`src/rtl/vec_pkg.sv`:
```
// Shared types, widths and per-opcode decode helpers for the vector execute stage.
package vec_pkg;

    localparam int LANES  = 3;
    localparam int LANE_W = 18;
    localparam int REG_AW = 4;
    localparam int FRAC   = 8;

    typedef logic [LANE_W-1:0]  lane_t;
    typedef lane_t [LANES-1:0]  vec_t;
    typedef logic [REG_AW-1:0]  reg_idx_t;

    localparam lane_t LANE_MAX = '1;

    typedef enum logic [2:0] {
        OP_ADD    = 3'd0,
        OP_SUB    = 3'd1,
        OP_MUL    = 3'd2,
        OP_MAC    = 3'd3,
        OP_ACCRD  = 3'd4,
        OP_ACCCLR = 3'd5,
        OP_MAX    = 3'd6,
        OP_RSVD   = 3'd7
    } vec_op_e;

    // Accumulator-only ops and the reserved code never look at the register file.
    function automatic logic reads_src1(vec_op_e op);
        return !(op inside {OP_ACCRD, OP_ACCCLR, OP_RSVD});
    endfunction

    function automatic logic reads_src2(vec_op_e op);
        return !(op inside {OP_ACCRD, OP_ACCCLR, OP_RSVD});
    endfunction

    function automatic logic writes_dst(vec_op_e op);
        return op inside {OP_ADD, OP_SUB, OP_MUL, OP_ACCRD, OP_MAX};
    endfunction

    // True when an incoming op would read the register a pending stage is about to write.
    function automatic logic src_conflict(reg_idx_t pend_dst, vec_op_e op,
                                          reg_idx_t s1_idx, reg_idx_t s2_idx);
        return (reads_src1(op) && (pend_dst == s1_idx)) ||
               (reads_src2(op) && (pend_dst == s2_idx));
    endfunction

endpackage

```
`src/rtl/vec_exec_unit_if.sv`:
```
// Issue port and register-file write port of the vector execute stage.
interface vec_exec_unit_if;
    import vec_pkg::*;

    logic       in_valid;
    logic       in_ready;
    logic [2:0] op;
    reg_idx_t   src1_idx;
    reg_idx_t   src2_idx;
    reg_idx_t   dst_idx;
    vec_t       src_a;
    vec_t       src_b;
    logic       we3;
    reg_idx_t   ra3;
    vec_t       wd3;
    logic       busy;

    modport master (
        output in_valid, op, src1_idx, src2_idx, dst_idx, src_a, src_b,
        input  in_ready, we3, ra3, wd3, busy
    );

    modport slave (
        input  in_valid, op, src1_idx, src2_idx, dst_idx, src_a, src_b,
        output in_ready, we3, ra3, wd3, busy
    );
endinterface

```
`src/rtl/vec_lane_alu.sv`:
```
// One lane of saturating arithmetic plus that lane's accumulator.
module vec_lane_alu
    import vec_pkg::*;
(
    input  logic    clk,
    input  logic    rst,
    input  logic    en,
    input  vec_op_e op,
    input  lane_t   a,
    input  lane_t   b,
    output lane_t   result
);
    // Width of a full product after the fixed-point shift.
    localparam int SW = 2*LANE_W - FRAC;

    lane_t                acc_reg;
    lane_t                acc_next;
    logic [LANE_W:0]      sum;
    logic [2*LANE_W-1:0]  prod;
    logic [SW-1:0]        scaled;
    lane_t                scaled_sat;
    logic [SW:0]          acc_sum;

    // Lane result and next accumulator value from the S1 operands.
    always_comb begin
        sum        = {1'b0, a} + {1'b0, b};
        prod       = (2*LANE_W)'(a) * (2*LANE_W)'(b);
        scaled     = SW'(prod >> FRAC);
        scaled_sat = (|scaled[SW-1:LANE_W]) ? LANE_MAX : scaled[LANE_W-1:0];
        acc_sum    = {{(SW+1-LANE_W){1'b0}}, acc_reg} + {1'b0, scaled};

        result = '0;
        case (op)
            OP_ADD:   result = sum[LANE_W] ? LANE_MAX : sum[LANE_W-1:0];
            OP_SUB:   result = (a < b) ? '0 : (a - b);
            OP_MUL:   result = scaled_sat;
            OP_ACCRD: result = acc_reg;
            OP_MAX:   result = (a > b) ? a : b;
            default:  result = '0;
        endcase

        acc_next = acc_reg;
        if (en) begin
            case (op)
                OP_MAC:    acc_next = (|acc_sum[SW:LANE_W]) ? LANE_MAX : acc_sum[LANE_W-1:0];
                OP_ACCRD:  acc_next = '0;
                OP_ACCCLR: acc_next = '0;
                default:   acc_next = acc_reg;
            endcase
        end
    end

    // Accumulator advances as an op leaves S1, so updates follow issue order.
    always_ff @(posedge clk) begin
        if (rst) acc_reg <= '0;
        else     acc_reg <= acc_next;
    end

endmodule

```
`src/rtl/vec_exec_unit.sv`:
```
// Two-stage vector execute unit with a read-after-write scoreboard on issue.
module vec_exec_unit
    import vec_pkg::*;
(
    input  logic            clk,
    input  logic            rst,
    vec_exec_unit_if.slave  bus
);
    vec_op_e  in_op;
    logic     hazard;
    logic     accept;

    logic     s1_valid_reg;
    vec_op_e  s1_op_reg;
    reg_idx_t s1_dst_reg;
    vec_t     s1_a_reg;
    vec_t     s1_b_reg;

    logic     s2_valid_reg;
    logic     s2_writes_reg;
    reg_idx_t ra3_reg;
    vec_t     wd3_reg;

    vec_t     alu_result;

    // Stall issue while a pending write targets a register the new op reads.
    // ra3_reg is the S2 destination whenever S2 writes.
    always_comb begin
        in_op  = vec_op_e'(bus.op);
        hazard = 1'b0;
        if (s1_valid_reg && writes_dst(s1_op_reg) &&
            src_conflict(s1_dst_reg, in_op, bus.src1_idx, bus.src2_idx))
            hazard = 1'b1;
        if (s2_valid_reg && s2_writes_reg &&
            src_conflict(ra3_reg, in_op, bus.src1_idx, bus.src2_idx))
            hazard = 1'b1;
        accept = bus.in_valid && !hazard && !rst;
    end

    genvar gi;
    generate
        for (gi = 0; gi < LANES; gi++) begin : g_lane
            vec_lane_alu u_alu (
                .clk    (clk),
                .rst    (rst),
                .en     (s1_valid_reg),
                .op     (s1_op_reg),
                .a      (s1_a_reg[gi]),
                .b      (s1_b_reg[gi]),
                .result (alu_result[gi])
            );
        end
    endgenerate

    // S1 captures the issued op; S2 captures the result, and the write port holds when idle.
    always_ff @(posedge clk) begin
        if (rst) begin
            s1_valid_reg  <= 1'b0;
            s1_op_reg     <= OP_ADD;
            s1_dst_reg    <= '0;
            s1_a_reg      <= '0;
            s1_b_reg      <= '0;
            s2_valid_reg  <= 1'b0;
            s2_writes_reg <= 1'b0;
            ra3_reg       <= '0;
            wd3_reg       <= '0;
        end else begin
            s1_valid_reg <= accept;
            if (accept) begin
                s1_op_reg  <= in_op;
                s1_dst_reg <= bus.dst_idx;
                s1_a_reg   <= bus.src_a;
                s1_b_reg   <= bus.src_b;
            end
            s2_valid_reg  <= s1_valid_reg;
            s2_writes_reg <= s1_valid_reg && writes_dst(s1_op_reg);
            if (s1_valid_reg && writes_dst(s1_op_reg)) begin
                ra3_reg <= s1_dst_reg;
                wd3_reg <= alu_result;
            end
        end
    end

    assign bus.in_ready = !hazard;
    assign bus.we3      = s2_valid_reg && s2_writes_reg;
    assign bus.ra3      = ra3_reg;
    assign bus.wd3      = wd3_reg;
    assign bus.busy     = s1_valid_reg || s2_valid_reg;

endmodule

```
`src/flat_wrapper.sv`:
```
// flat-port wrapper written by rule: the top's interface ports become plain ports
module vec_exec_unit_flat import vec_pkg::*;
  (clk, rst, bus_in_valid, bus_op, bus_src1_idx, bus_src2_idx, bus_dst_idx, bus_src_a, bus_src_b, bus_in_ready, bus_we3, bus_ra3, bus_wd3, bus_busy);
  vec_exec_unit_if bus_i ();
  input  logic clk;
  input  logic rst;
  input wire logic [$bits(bus_i.in_valid)-1:0] bus_in_valid;
  input wire logic [$bits(bus_i.op)-1:0] bus_op;
  input wire logic [$bits(bus_i.src1_idx)-1:0] bus_src1_idx;
  input wire logic [$bits(bus_i.src2_idx)-1:0] bus_src2_idx;
  input wire logic [$bits(bus_i.dst_idx)-1:0] bus_dst_idx;
  input wire logic [$bits(bus_i.src_a)-1:0] bus_src_a;
  input wire logic [$bits(bus_i.src_b)-1:0] bus_src_b;
  output wire logic [$bits(bus_i.in_ready)-1:0] bus_in_ready;
  output wire logic [$bits(bus_i.we3)-1:0] bus_we3;
  output wire logic [$bits(bus_i.ra3)-1:0] bus_ra3;
  output wire logic [$bits(bus_i.wd3)-1:0] bus_wd3;
  output wire logic [$bits(bus_i.busy)-1:0] bus_busy;
  assign bus_i.in_valid = bus_in_valid;
  assign bus_i.op = bus_op;
  assign bus_i.src1_idx = bus_src1_idx;
  assign bus_i.src2_idx = bus_src2_idx;
  assign bus_i.dst_idx = bus_dst_idx;
  assign bus_i.src_a = bus_src_a;
  assign bus_i.src_b = bus_src_b;
  assign bus_in_ready = bus_i.in_ready;
  assign bus_we3 = bus_i.we3;
  assign bus_ra3 = bus_i.ra3;
  assign bus_wd3 = bus_i.wd3;
  assign bus_busy = bus_i.busy;
  vec_exec_unit u_core (.clk(clk), .rst(rst), .bus(bus_i));
endmodule
```
`config.mk`:
```
export PLATFORM = sky130hd
export DESIGN_NAME = vec_exec_unit_flat
export DESIGN_NICKNAME = d
export VERILOG_FILES = /design/src/rtl/vec_pkg.sv /design/src/rtl/vec_exec_unit_if.sv /design/src/rtl/vec_lane_alu.sv /design/src/rtl/vec_exec_unit.sv /design/src/flat_wrapper.sv
export SDC_FILE = /design/constraint.sdc
export NUM_CORES = 2
export LEC_CHECK = 0
export CAP_MARGIN = 10
export CORE_ASPECT_RATIO = 0.5
export CORE_UTILIZATION = 59
export CTS_BUF_LIST = sky130_fd_sc_hd__clkbuf_4
export DETAILED_ROUTE_END_ITERATION = 8
export GPL_ROUTABILITY_DRIVEN = 1
export PLACE_DENSITY = 0.9
export SYNTH_ARGS = -nofsm -noshare
export SYNTH_HDL_FRONTEND = slang
export SYNTH_SLANG_ARGS = --single-unit
```
`constraint.sdc`:
```
create_clock -name clk -period 8.9 [get_ports clk]
set_input_delay 0.89 -clock clk [delete_from_list [all_inputs] [get_ports clk]]
set_output_delay 0.89 -clock clk [all_outputs]
set_load 0.1 [all_outputs]
```
==> results.json <==
{
  "status": "finished with violations",
  "violations": "design-rule violations",
  "critPathMaxStageDelay_ns": 0.64,
  "dieHeight_um": 207,
  "core_sq_mm": 0.0824,
  "drt-pass1-iter-count": 9,
  "dp_hpwl_um": 121000,
  "synthArstFlopShare_pct": 0,
  "drv_cap": 0,
  "die_w_um": 412,
  "ys_warn_count": 0,
  "setup_viol": 0,
  "clockBufferDepth": 3,
  "worstPathRequired_ns": 9.68,
  "drtIter0Drc": 4314,
  "drc": 3,
  "cts.hold.buffers_added": 0,
  "power_density_mw_per_mm2": 101,
  "synth-main-ff-cell": "dfxtp_1",
  "drive_gt1_share_pct": 6.44,
  "final_cell_area_sq_mm": 0.0540,
  "clk_pin_slew_ns": 0.07,
  "cts_root_buffer": "clkbuf_4",
  "initial_core_util_pct": 60.2,
  "io_buffers": 186,
  "finalHoldViolCount": 0,
  "reg2reg_depth": 32,
  "synth_area_sq_mm": 0.0496,
  "syn2layout_area_growth_pct": 8.87,
  "regArea_sq_mm": 0.00465,
  "first_global_vias": 46600,
  "synth_nets": 7313,
  "wire_per_inst_um": 21.2,
  "cts_buffers": 69,
  "hp-class": "in -> reg",
  "fmax_mhz": 116,
  "globalplace.congestion": 1.00,
  "holdWs_ns": 0.394,
  "detailroute.via_count": 44000,
  "grtUsageTotal_pct": 36.1,
  "htreeDepth": 3,
  "wl_um": 153000,
  "die_area_sq_mm": 0.0853,
  "fin_crit_ns": 8.63,
  "path_max_fanout": 18,
  "finalPower_mw": 5.46,
  "vias_per_cell": 6.11,
  "multi_input_area_sq_mm": 0.0398,
  "grt_max_degree": 61,
  "antenna_found_initial": 5,
  "cp-end-kind": "flop",
  "pin_count": 187,
  "grt_remaining_overflow": 0,
  "tightest_slew_ns": 1.24,
  "startpoint_type": "flop",
  "min_period_over_period_pct": 97.0,
  "p_leak_nw": 26.9,
  "clock_sinks": 230,
  "synth_edf_count": 0,
  "antenna_left": 0,
  "ir_drop_v": 0.000104,
  "fillers": 6434,
  "place_area_sq_mm": 0.0529,
  "crit_type": "reg -> reg",
  "holdPathStages": 2,
  "grt_pass1_wl_um": 246000,
  "fin_util_pct": 65.5,
  "synthCells": 5933,
  "layout.nets": 7432,
  "yosysUniqueCellTypes": 93,
  "finalMaxSlewViolations": 0,
  "critPathSlowestCell": "dfxtp_1",
  "skew_ns": 0.0687,
  "seq_area_frac_synth_pct": 9.28,
  "syn_area_per_cell_sq_um": 8.36,
  "clock_latency_ns": 0.97,
  "relSlewSlack_pct": 17.5,
  "cts_tree": "yes",
  "num_rows": 74,
  "arrival_ns": 9.41,
  "yosys_register_bits": 230
}
==> per-layer routing <==
metal  vias up  share of wire [%]  global-route usage [%]
met4         4                6.2                    20.1
met1     21500                 38                    45.4
met3       685                9.9                    7.10
met2      2739                 46                    58.4
li1      19100                  -                       -
met5         -              0.017                       0
==> cell type report <==
class | count | share of cell area, %
antenna | 6 | 0.0278
clock buffer | 91 | 1.27
clock inverter | 26 | 0.343
inverter | 1118 | 7.77
multi-input combinational | 4285 | 73.7
sequential | 230 | 8.61
tap | 1102 | 2.55
timing repair buffer | 348 | 5.74
==> worst paths after layout <==
check	from	endpoint	slack (ns)
max reg2reg	u_core.s1_b_reg[45]	u_core.g_lane[2].u_alu.acc_reg[3]	0.27
min	rst	u_core.s1_a_reg[36]	0.39
max	u_core.s1_b_reg[45]	u_core.g_lane[2].u_alu.acc_reg[3]	0.27
min reg2reg	u_core.bus.ra3[3]	u_core.bus.ra3[3]	0.52
==> cells in the mapped netlist, types with 36 or more instances <==
library cell / instances / area share (%)
xnor2_1: 103 / 1.8
a21o_1: 81 / 1.2
ha_1: 483 / 12
xor2_1: 85 / 1.5
nor3_1: 54 / 0.54
a221oi_1: 36 / 0.64
a21oi_1: 329 / 3.3
fa_1: 771 / 31
nand2b_1: 36 / 0.45
mux2i_1: 140 / 2.8
a31oi_1: 74 / 0.93
inv_1: 1118 / 8.5
o21ai_0: 222 / 2.2
and2_1: 532 / 6.7
dfxtp_1: 230 / 9.3
clkbuf_1: 274 / 2.1
o21bai_1: 39 / 0.59
nor2_1: 336 / 2.5
nand2_1: 517 / 3.9
==> metrics by stage <==
step                cells  worst slack, ns  TNS [ns]
floorplan            5933            0.541         0
global placement     7078            0.234         0
detailed placement   7078          -0.0457    -0.157
CTS                  7195           0.0142         0
global route         7203          -0.0428    -0.167
finish               7206            0.271         0
==> logic make-up (layout without fill, tap and decap cells) <==
family,Yosys count,in the layout,share of synthesized area [%]
AOI/OAI and AO/OA,1013,1013,13.2
buffers and inverters,1418,1583,10.8
adders and majority gates,1254,1254,43.3
muxes,172,172,3.56
xor gates and xnor gates,189,189,3.35
and+or+nand+nor,1657,1657,16.6
other,0,6,0
DFF,230,230,9.28
==> placed cells by master, fill, tap and decap left out, types with 13 or more instances in the layout <==
cell type / instances
inv_1: 1117
fa_1: 771
and2_1: 532
nand2_1: 516
ha_1: 483
nor2_1: 335
a21oi_1: 328
o21ai_0: 216
dfxtp_1: 195
clkdlybuf4s50_1: 185
buf_4: 159
mux2i_1: 140
xnor2_1: 101
clkbuf_4: 91
xor2_1: 85
a21o_1: 81
a31oi_1: 73
nor3_1: 53
o21bai_1: 38
a221oi_1: 36
nand2b_1: 36
dfxtp_2: 34
nand4_1: 31
mux2_2: 31
nand3_1: 28
a211oi_1: 27
o21a_1: 26
or3_1: 23
nor2b_1: 22
a22o_1: 19
and3_1: 18
a41oi_1: 16
a211o_1: 13
==> critical path, delay by kind of cell (launching register included) <==
kind	cells	cell delay, ns
flip-flops	1	0.64
adder cells (fa/ha/maj)	8	3.75
XOR/XNOR	2	0.41
AND/OR/NAND/NOR	1	0.18
AO/OA/AOI/OAI	15	2.97
buffers and inverters	6	0.47
==> power by group <==
part | leakage, nW | internal, mW | total [mW] | switching, mW
combinational | 24.5 | 1.13 | 3.05 | 1.92
sequential | 1.90 | 1.10 | 1.25 | 0.156
clock | 0.514 | 0.540 | 1.15 | 0.613
total | 26.9 | 2.77 | 5.46 | 2.69
==> repair_timing <==
item	CTS	global route
resized for setup	3	55
setup buffers	0	3
pin swaps	0	3
gates cloned	0	1
endpoints found under the setup margin	18	54
Power figures use the tool's default switching activity.
